[src/rtl/cv32e40p_perm_fault_detector_ft.sv]
// Permanent-fault detector for the fault-tolerant EX stage.
// Each ALU/MULT replica keeps a leaky-bucket error score and raises a sticky fault flag once the score crosses THRESHOLD.

module cv32e40p_perm_fault_replica #(
  parameter int CNT_W        = 4,
  parameter int THRESHOLD    = 8,
  parameter int ERR_INC      = 2,
  parameter int DECAY_PERIOD = 16,
  parameter int DECAY_W      = 5
) (
  input  logic clk,
  input  logic rst,
  input  logic vote_i,
  input  logic err_i,
  input  logic clear_i,
  output logic faulty_o,
  output logic new_fault_o
);

  typedef enum logic {HEALTHY = 1'b0, FAULTY = 1'b1} state_e;

  localparam logic [CNT_W:0]   SCORE_MAX  = {1'b0, {CNT_W{1'b1}}};
  localparam logic [CNT_W:0]   INC_EXT    = (CNT_W+1)'(ERR_INC);
  localparam logic [CNT_W:0]   THRESH_EXT = (CNT_W+1)'(THRESHOLD);
  localparam logic [DECAY_W-1:0] DECAY_LAST = DECAY_W'(DECAY_PERIOD - 1);

  state_e             state_q, state_d;
  logic [CNT_W-1:0]   score_q, score_d;
  logic [DECAY_W-1:0] decay_q, decay_d;
  logic               new_fault_q, new_fault_d;
  logic [CNT_W:0]     score_sum;
  logic [CNT_W-1:0]   score_sat;

  // NOTE: sequential state uses non-blocking assignments only, so every flop samples its pre-edge _d value.
  always_ff @(posedge clk or posedge rst) begin
    if (rst) begin
      state_q     <= HEALTHY;
      score_q     <= '0;
      decay_q     <= '0;
      new_fault_q <= 1'b0;
    end else begin
      state_q     <= state_d;
      score_q     <= score_d;
      decay_q     <= decay_d;
      new_fault_q <= new_fault_d;
    end
  end

  // Widen by one bit so the saturation test sees a carry instead of a wrapped value.
  assign score_sum = {1'b0, score_q} + INC_EXT;
  assign score_sat = (score_sum > SCORE_MAX) ? {CNT_W{1'b1}} : score_sum[CNT_W-1:0];

  // NOTE: every signal gets a default at the top of the block, so no path can infer a latch.
  always_comb begin
    state_d     = state_q;
    score_d     = score_q;
    decay_d     = decay_q;
    new_fault_d = 1'b0;
    if (clear_i) begin
      state_d = HEALTHY;
      score_d = '0;
      decay_d = '0;
    end else if (state_q == HEALTHY && vote_i) begin
      if (err_i) begin
        score_d = score_sat;
        decay_d = '0;
        if ({1'b0, score_sat} >= THRESH_EXT) begin
          state_d     = FAULTY;
          new_fault_d = 1'b1;
        end
      end else if (decay_q == DECAY_LAST) begin
        decay_d = '0;
        if (score_q != '0) score_d = score_q - 1'b1;
      end else begin
        decay_d = decay_q + 1'b1;
      end
    end
  end

  always_comb begin
    faulty_o    = (state_q == FAULTY);
    new_fault_o = new_fault_q;
  end

endmodule

module cv32e40p_perm_fault_detector_ft #(
  parameter int CNT_W        = 4,
  parameter int THRESHOLD    = 8,
  parameter int ERR_INC      = 2,
  parameter int DECAY_PERIOD = 16,
  parameter int DECAY_W      = 5
) (
  input  logic       clk,
  input  logic       rst,
  input  logic       alu_vote_valid_i,
  input  logic [3:0] alu_active_i,
  input  logic [3:0] alu_err_i,
  input  logic       mult_vote_valid_i,
  input  logic [2:0] mult_active_i,
  input  logic [2:0] mult_err_i,
  input  logic [3:0] clear_alu_i,
  input  logic [2:0] clear_mult_i,
  output logic [3:0] permanent_faulty_alu_o,
  output logic [2:0] permanent_faulty_mult_o,
  output logic [3:0] new_fault_alu_o,
  output logic [2:0] new_fault_mult_o
);

  for (genvar i = 0; i < 4; i++) begin : g_alu
    cv32e40p_perm_fault_replica #(
      .CNT_W(CNT_W), .THRESHOLD(THRESHOLD), .ERR_INC(ERR_INC),
      .DECAY_PERIOD(DECAY_PERIOD), .DECAY_W(DECAY_W)
    ) u_replica (
      .clk         (clk),
      .rst         (rst),
      .vote_i      (alu_vote_valid_i & alu_active_i[i]),
      .err_i       (alu_err_i[i]),
      .clear_i     (clear_alu_i[i]),
      .faulty_o    (permanent_faulty_alu_o[i]),
      .new_fault_o (new_fault_alu_o[i])
    );
  end

  for (genvar i = 0; i < 3; i++) begin : g_mult
    cv32e40p_perm_fault_replica #(
      .CNT_W(CNT_W), .THRESHOLD(THRESHOLD), .ERR_INC(ERR_INC),
      .DECAY_PERIOD(DECAY_PERIOD), .DECAY_W(DECAY_W)
    ) u_replica (
      .clk         (clk),
      .rst         (rst),
      .vote_i      (mult_vote_valid_i & mult_active_i[i]),
      .err_i       (mult_err_i[i]),
      .clear_i     (clear_mult_i[i]),
      .faulty_o    (permanent_faulty_mult_o[i]),
      .new_fault_o (new_fault_mult_o[i])
    );
  end

endmodule

[config.mk]
export PLATFORM = sky130hd
export DESIGN_NAME = cv32e40p_perm_fault_detector_ft
export DESIGN_NICKNAME = d
export VERILOG_FILES = /design/src/rtl/cv32e40p_perm_fault_detector_ft.sv
export SDC_FILE = /design/constraint.sdc
export NUM_CORES = 1
export LEC_CHECK = 0
export CORE_AREA = 10 10 105 107
export CTS_CLUSTER_SIZE = 28
export DETAILED_ROUTE_END_ITERATION = 8
export DIE_AREA = 0 0 115 117
export PLACE_DENSITY_LB_ADDON = 0.2
export SETUP_SLACK_MARGIN = 0.2
export SKIP_CTS_REPAIR_TIMING = 1
export SLEW_MARGIN = 20
export SYNTH_ARGS = -nofsm -noshare
export SYNTH_HDL_FRONTEND = slang
export SYNTH_SLANG_ARGS = --single-unit
[constraint.sdc]
create_clock -name clk -period 2.7 [get_ports clk]
set_input_delay 0.27 -clock clk [delete_from_list [all_inputs] [get_ports clk]]
set_output_delay 0.27 -clock clk [all_outputs]
set_load 0.05 [all_outputs]
==> out/results.txt, run 1 <==
Status: completed
Fill cells: 770
Vias in the first global route: 4040
Final Util: 63.7%
Combinational power share: 31.8%
Max_cap viols: 0
GRT overflow: 0
Top cell type's share of synthesized area: 37.4%
Min Hold Slack: 291 ps
Ys Warns: 0
Pint: 2380 µW
Worst VDD drop: 0.382 mV
Chip width: 115 µm
CTS clk-pin slew, worst paths: 80 ps
Final hold vios: 0
Critical path arrival: 2260 ps
Mapped Nets: 625
Post-Place Cells: 675
Final Skew: 7.27 ps
Via density: 5.93
Initial DRC count: 270
Total track usage: 16.4%
# diodes: 0
Clock insertion delay at the later pin of the skew report: 350 ps
Post-layout total power: 3660 µW
Setup CP Type: reg -> reg
CTS H-tree lvls: 3
First-pass GRT wire length: 18400 µm
Syn Inst Count: 551
Final period utilization: 74.0%
Setup violations, final: 0
Placer congestion estimate: 0.910
Total wire length: 10500 µm
Least-Margin Pin Slew: 630 ps
Starting Density: 57.1%
Root Buffer: clkbuf_8
Syn Area/Cell: 9.35 µm²
Multi-input gate area: 2900 µm²
# DRC: 0
IO Count: 39
CP startpoint kind: register
Initial antenna violation count: 0
Clock network power share: 26.9%
P_leak: 0.00260 µW
Power Density: 636 nW/µm²
DR vias: 4099
# port buffers: 38
Leading area contributor after synthesis: dfrtp_1
Row count: 35
CTS tree: built
Required @ worst endpoint: 2960 ps
Setup TNS: 0 ps
Synthesized area: 5150 µm²
Post-synth EDFFs: 0
Post-synth top cells: dfrtp_1 (77), ha_1 (49), nand2_1 (42)
Die area: 13500 µm²
Post-synth top flop: dfrtp_1
Most frequent cell after synthesis: dfrtp_1
FFs w/ async S/R, synth: 100%
Area contributors post-synth: dfrtp_1 (37%), ha_1 (12%), o31ai_1 (3.6%), o21ai_0 (3.3%), nand3_1 (3.2%)
Vert. Die Dim: 117 µm
Crit path capture type: register
NetSw: 1280 µW
Critical path fanouts, max: 7
Largest net degree at the start of global routing: 44
Hold crit path type: in -> async
Layout area overhead: 11.6%
Sequential share of the synthesized area: 37.4%
TritonRoute pass-1 iters: 4
Core Region: 9020 µm²
DR WL/cell: 15.2 µm
Final Net Count: 649
FF+latch count, synth: 77
CTS Buffer Depth: 2
Post-DP HPWL: 7990 µm
Reg area: 1930 µm²
Cell variety after synth: 60
Layout cells sized above 1: 5.86%
Final min period: 2000 ps
Finished Layout Cells: 691
Antenna viol nets, final: 0
Slew Limit Fails: 0
CTS sink cnt: 77
CTS buffer count: 9
RSZ-0062 raised after global routing: no
Flop pwr share: 41.3%
Switching share of power: 35.0%
Slew HR: 56.9%
FMAX: 501 MHz
## path summary, 6_finish.rpt
path                            slack, ps                        endpoint  cells after the start                           start
worst min-delay path                  290   g_alu[2].u_replica.score_q[0]                      2                             rst
max in group asynchronous            1790   g_alu[3].u_replica.score_q[0]                      3                             rst
worst max-delay path                  700  g_mult[0].u_replica.score_q[1]                      6  g_mult[0].u_replica.score_q[2]
min in group clk                      500     g_alu[2].u_replica.faulty_o                      1     g_alu[2].u_replica.faulty_o
worst max register to register        700  g_mult[0].u_replica.score_q[1]                      6  g_mult[0].u_replica.score_q[2]
worst min register to register        500     g_alu[2].u_replica.faulty_o                      1     g_alu[2].u_replica.faulty_o
## layer usage
layer | track usage (%) | share of wire, %
met1 | 20.5 | 47
met2 | 27.3 | 48
met3 | 2.85 | 3.2
met4 | 7.26 | 2.1
met5 | 0 | 0
## worst max-delay path, cell delays in order, from the launching register on
cell	delay [ps]
dfrtp_1	490
inv_1	100
ha_1	290
and2_1	160
o41ai_1	440
a211oi_1	140
o41ai_2	290
## power by group through the flow
| stage | combinational (µW) | sequential [µW] | clock, µW |
|---|---|---|---|
| 6_report | 1160 | 1510 | 984 |
| 5_1_grt | 1340 | 1550 | 1060 |
| 4_1_cts | 1170 | 1510 | 1010 |
| 3_5_place_dp | 1160 | 1530 | 0 |
| 3_3_place_gp | 1130 | 1520 | 0 |
| 2_1_floorplan | 954 | 1440 | 0 |
## cells in the final DEF, fill, tap and decap left out, drive strengths merged, types with 5 or more instances in the layout
cell type / Yosys / layout
o41ai: 13 / 13
mux2i: 7 / 7
nor3: 6 / 6
nand3b: 7 / 7
nand4: 6 / 6
and2: 14 / 14
nand2: 42 / 42
a21o: 11 / 11
nor2b: 9 / 9
inv: 41 / 40
a21boi: 13 / 13
dfrtp: 77 / 77
xnor2: 8 / 8
nor3b: 5 / 5
clkbuf: 7 / 13
ha: 49 / 49
o2bb2ai: 6 / 6
nor2: 23 / 23
a211oi: 9 / 9
xor2: 5 / 5
clkdlybuf4s50: 0 / 38
o21ai: 38 / 38
o31ai: 25 / 25
nand3: 33 / 33
a21oi: 25 / 25
## sequential cells by signal, summed over array words and instances, names as in the netlist
register / flops
g_alu.u_replica.new_fault_o: 4
g_mult.u_replica.faulty_o: 3
g_mult.u_replica.new_fault_o: 3
g_alu.u_replica.score_q: 16
g_alu.u_replica.decay_q: 20
g_mult.u_replica.score_q: 12
g_mult.u_replica.decay_q: 15
g_alu.u_replica.faulty_o: 4
## layout make-up
cell class              instances  area share (%)
multi-input cells             407            50.5
flip-flops and latches         77            33.5
repair buffers                 39            6.96
clock buffers                  13            2.76
inverters                      41            2.70
well taps                     111            2.42
clock inverters                 3            1.17
## logic make-up (layout without fill, tap and decap cells)
family                     count (synthesis)  in the layout  synth area share, %
DFF                                       77             77                 37.4
adders and majority gates                 49             49                 11.9
muxes                                      8              8                 1.58
and+or+nand+nor                          160            160                 16.3
AOI/OAI and AO/OA                        177            177                 24.4
buffers and inverters                     67             96                 6.26
xor gates and xnor gates                  13             13                 2.21
## stage by stage
step	instance area [µm²]	worst slack (ps)
floorplan	5150	463
global placement	5520	521
detailed placement	5520	399
CTS	5750	696
global route	5750	455
finish	5750	702
Note: power is estimated with default switching activity, not from simulation.
==> run 2, diff against run 1 <==
==> constraint.sdc (replaced) <==
create_clock -name clk -period 2.04 [get_ports clk]
set_input_delay 0.204 -clock clk [delete_from_list [all_inputs] [get_ports clk]]
set_output_delay 0.204 -clock clk [all_outputs]
set_load 0.05 [all_outputs]
==> out/results.txt, run 2 (synthesized netlist as in run 1, its figures left out) <==
Status: completed
Final period utilization: 88.0% (+14 points)
Final WS setup: 244 ps (-458 ps)
Setup CP Type: reg -> reg
CTS H-tree lvls: 3 (unchanged)
Final hold vios: 0 (unchanged)
DP Worst Slack: 62.8 ps (-337 ps)
CTS sink cnt: 77 (unchanged)
Required @ worst endpoint: 2280 ps (-680 ps)
Worst VDD drop: 0.395 mV (+3.4%)
Max reg flops: 20 (unchanged)
Slew HR: 65.9% (+9.0 points)
CTS clk-pin slew, worst paths: 80 ps (about the same)
Placer congestion estimate: 0.905 (-0.55%)
Total wire length: 11300 µm (+7.8%)
Max_cap viols: 0 (unchanged)
Power Density: 834 nW/µm² (+31%)
Most flops, register: g_alu.u_replica.decay_q
Root Buffer: clkbuf_8
Most frequent cells in the layout: dfrtp_1 (73), buf_4 (47), ha_1 (46), nand2_1 (42), clkdlybuf4s50_1 (37)
Final Net Count: 696 (+7.2%)
Vert. Die Dim: 117 µm (unchanged)
Starting Density: 57.1% (unchanged)
Post-layout total power: 5230 µW (+43%)
GRT overflow: 0 (unchanged)
Critical path arrival: 2040 ps (-220 ps)
Final min period: 1800 ps (-202 ps)
RSZ-0062 raised after global routing: yes
CP startpoint kind: register
Clock insertion delay at the later pin of the skew report: 350 ps (about the same)
FMAX: 557 MHz (+11%)
Final Util: 69.5% (+5.8 points)
CTS Buffer Depth: 2 (unchanged)
Core Region: 9020 µm² (unchanged)
First-pass GRT wire length: 18700 µm (+1.6%)
P_leak: 0.00289 µW (+11%)
Via density: 5.92 (-0.20%)
Row count: 35 (unchanged)
Slew Limit Fails: 0 (unchanged)
IO Count: 39 (unchanged)
Crit path capture type: register
Largest net degree at the start of global routing: 43 (-2.3%)
# diodes: 0 (unchanged)
Layout area overhead: 21.7%
Initial DRC count: 324 (+20%)
Critical path fanouts, max: 6 (-1)
Post-DP HPWL: 8360 µm (+4.6%)
Vias in the first global route: 4064 (+0.59%)
Setup violations, final: 0 (unchanged)
Antenna viol nets, final: 0 (unchanged)
Most common cell after layout, fill and taps aside: dfrtp_1
Least-Margin Pin Slew: 511 ps (-120 ps)
Chip width: 115 µm (unchanged)
Die area: 13500 µm² (unchanged)
Initial antenna violation count: 0 (unchanged)
Placed instance area: 5770 µm² (+4.4%)
# DRC: 0 (unchanged)
Top Registers: g_alu.u_replica.decay_q: 20 flops, g_alu.u_replica.score_q: 16 flops, g_mult.u_replica.decay_q: 15 flops
Setup TNS: 0 ps (unchanged)
Total track usage: 16.5% (+0.070 points)
DR vias: 4369 (+6.6%)
TritonRoute pass-1 iters: 5 (+1)
CTS buffer count: 9 (unchanged)
Layout cells sized above 1: 17.7% (+12 points)
DR WL/cell: 15.3 µm (+0.94%)
Final Skew: 13.3 ps (+6.01 ps)
Hold crit path type: in -> async
Cell area after layout: 6270 µm² (+9.1%)
CTS tree: built
# port buffers: 38 (unchanged)
[run 2: worst max-delay path, cell delays in order, from the launching register on]
cell	delay [ps]
dfrtp_1	420
inv_2	100
ha_1	310
and2_1	200
o41ai_4	280
a211oi_1	110
o41ai_2	290
[run 2: power by group]
part / internal [µW] / leakage, µW / switching [µW] / total, µW
Combinational: 854 / 0.00173 / 970 / 1820
Sequential: 1710 / 0.00104 / 282 / 1990
Clock: 844 / 0.000119 / 568 / 1410
Total: 3410 / 0.00289 / 1820 / 5230
[run 2: per-layer routing]
| layer | track usage [%] | up-vias | share of wire (%) |
|---|---|---|---|
| li1 | - | 2166 | - |
| met1 | 21.3 | 2097 | 45 |
| met5 | 0 | - | 0 |
| met3 | 3.52 | 10 | 4.8 |
| met2 | 27.2 | 96 | 49 |
| met4 | 4.54 | 0 | 0.90 |
[run 2: cell type report]
class,instances,area [µm²]
sequential,77,1930
fill,697,2750
clock buffer,10,138
tap,111,139
inverter,41,158
timing repair buffer,86,756
multi-input combinational,407,3040
clock inverter,6,110
[run 2: through the flow]
| stage | hold slack (ps) | cells |
|---|---|---|
| after floorplan | 271 | 551 |
| after global placement | 481 | 707 |
| after detailed placement | 487 | 707 |
| after CTS | 275 | 723 |
| after global routing | 301 | 738 |
| final | 262 | 738 |
[run 2: worst paths after layout]
path	from	end	slack (ps)	cells past startpoint
min in group clk	g_alu[3].u_replica.decay_q[3]	g_alu[3].u_replica.decay_q[3]	510	1
worst min register to register	g_alu[3].u_replica.decay_q[3]	g_alu[3].u_replica.decay_q[3]	510	1
worst max register to register	g_alu[2].u_replica.score_q[1]	g_alu[2].u_replica.score_q[1]	240	6
max in group asynchronous	rst	g_mult[0].u_replica.score_q[2]	1340	3
worst min-delay path	rst	g_alu[2].u_replica.score_q[0]	260	3
worst max-delay path	g_alu[2].u_replica.score_q[1]	g_alu[2].u_replica.score_q[1]	240	6
==> run 3, diff against run 2 <==
--- a/config.mk
+++ b/config.mk
@@ -5,10 +5,10 @@
 export SDC_FILE = /design/constraint.sdc
 export NUM_CORES = 1
 export LEC_CHECK = 0
-export CORE_AREA = 10 10 105 107
+export CORE_AREA = 10 10 125 127
 export CTS_CLUSTER_SIZE = 28
 export DETAILED_ROUTE_END_ITERATION = 8
-export DIE_AREA = 0 0 115 117
+export DIE_AREA = 0 0 135 137
 export PLACE_DENSITY_LB_ADDON = 0.2
 export SETUP_SLACK_MARGIN = 0.2
 export SKIP_CTS_REPAIR_TIMING = 1
==> out/results.txt, run 3 (synthesized netlist as in run 1, its figures left out) <==
Die area: 18500 µm² (+37%)
Largest net degree at the start of global routing: 26 (-40%)
Crit path capture type: register
Min Hold Slack: 201 ps (-61.3 ps)
Vert. Die Dim: 137 µm (+17%)
CTS sink cnt: 77 (unchanged)
First-pass GRT wire length: 19800 µm (+5.8%)
Antenna viol nets, final: 0 (unchanged)
Worst VDD drop: 0.366 mV (-7.3%)
Final hold vios: 0 (unchanged)
Most flops, register: g_alu.u_replica.decay_q
P_leak: 0.00290 µW (+0.43%)
Clock insertion delay at the later pin of the skew report: 330 ps (-20 ps)
RSZ-0062 raised after global routing: yes
Critical path arrival: 2030 ps (about the same)
Starting Density: 39.4% (-18 points)
Layout cells sized above 1: 17.1% (-0.64 points)
Row count: 42 (+20%)
Chip width: 135 µm (+17%)
Post-DP HPWL: 8830 µm (+5.7%)
Slew Limit Fails: 0 (unchanged)
CTS Buffer Depth: 2 (unchanged)
Hold crit path type: in -> async
Final period utilization: 88.3% (+0.29 points)
GRT overflow: 0 (unchanged)
CTS tree: built
Total wire length: 11800 µm (+4.0%)
Final Net Count: 697 (+0.14%)
CTS clk-pin slew, worst paths: 60 ps (-20 ps)
DR WL/cell: 14.7 µm (-4.4%)
# port buffers: 38 (unchanged)
Via density: 5.30 (-10%)
Required @ worst endpoint: 2270 ps (about the same)
Placer congestion estimate: 0.859 (-5.1%)
Setup violations, final: 0 (unchanged)
Most common cell after layout, fill and taps aside: dfrtp_1
CTS H-tree lvls: 3 (unchanged)
Least-Margin Pin Slew: 513 ps (+2.84 ps)
Slew HR: 65.7% (-0.19 points)
# diodes: 0 (unchanged)
Root Buffer: clkbuf_16
Max_cap viols: 0 (unchanged)
Top Registers: g_alu.u_replica.decay_q: 20 flops, g_alu.u_replica.score_q: 16 flops, g_mult.u_replica.decay_q: 15 flops
Power Density: 825 nW/µm² (-1.0%)
Final min period: 1800 ps (+5.92 ps)
Critical path fanouts, max: 5 (-1)
Final Skew: 7.26 ps (-6.02 ps)
FMAX: 555 MHz (-0.33%)
TritonRoute pass-1 iters: 4 (-1)
Initial DRC count: 219 (-32%)
IO Count: 39 (unchanged)
Status: completed
Vias in the first global route: 4190 (+3.1%)
Core Region: 13100 µm² (+45%)
Most frequent cells in the layout: dfrtp_1 (73), ha_1 (48), buf_4 (47), nand2_1 (42), clkdlybuf4s50_1 (38)
# DRC: 0 (unchanged)
Setup TNS: 0 ps (unchanged)
CTS buffer count: 9 (unchanged)
Total track usage: 12.7% (-3.7 points)
DR vias: 4256 (-2.6%)
Initial antenna violation count: 0 (unchanged)
Max reg flops: 20 (unchanged)
Setup CP Type: reg -> reg
Layout area overhead: 23.5%
CP startpoint kind: register
[run 3: metrics by stage]
| step | power, µW | std cells | utilization (%) | setup WS (ps) | cell area [µm²] |
|---|---|---|---|---|---|
| finish | 5250 | 803 | 48.6 | 238 | 6360 |
| global route | 5640 | 803 | 48.6 | 107 | 6360 |
| CTS | 5180 | 797 | 47.4 | 37.9 | 6200 |
| detailed placement | 3710 | 782 | 45.4 | 52.6 | 5940 |
| global placement | 3650 | 782 | 45.4 | 97.3 | 5940 |
| floorplan | 3170 | 551 | - | 267 | 5160 |
[run 3: final timing paths]
kind                                                start                        endpoint  slack [ps]  depth (start not counted)
min reg2reg                 g_alu[3].u_replica.decay_q[3]   g_alu[3].u_replica.decay_q[3]         510                          1
max in group asynchronous                             rst  g_mult[1].u_replica.score_q[2]        1300                          3
max                        g_mult[0].u_replica.score_q[2]  g_mult[0].u_replica.score_q[0]         240                          6
max reg2reg                g_mult[0].u_replica.score_q[2]  g_mult[0].u_replica.score_q[0]         240                          6
min in group clk            g_alu[3].u_replica.decay_q[3]   g_alu[3].u_replica.decay_q[3]         510                          1
min                                                   rst   g_alu[1].u_replica.score_q[1]         200                          2
[run 3: where the power goes]
part           internal, µW  switching [µW]
clock                   840             597
sequential             1710             279
combinational           857             965
[run 3: worst max-delay path: stages, from the launching register on]
cell and delay, ps:
dfrtp_1 420, inv_1 80, ha_1 290, and2_1 190, o31ai_2 290, a21oi_1 140
o41ai_2 300
[run 3: final cells by class]
type,instances,area [µm²]
Multi-Input combinational cell,407,3010
Sequential cell,77,1930
Fill cell,1215,6720
Clock buffer,10,239
Inverter,41,158
Timing Repair Buffer,87,773
Clock inverter,5,27.5
Tap cell,176,220
[run 3: metal layers]
layer | up-vias | global-route usage [%] | wire, µm
met5 | - | 0 | 0
met4 | 0 | 3.71 | 112
met3 | 9 | 3.01 | 401
met2 | 59 | 21.8 | 5860
met1 | 2032 | 15.6 | 5410
li1 | 2156 | - | -
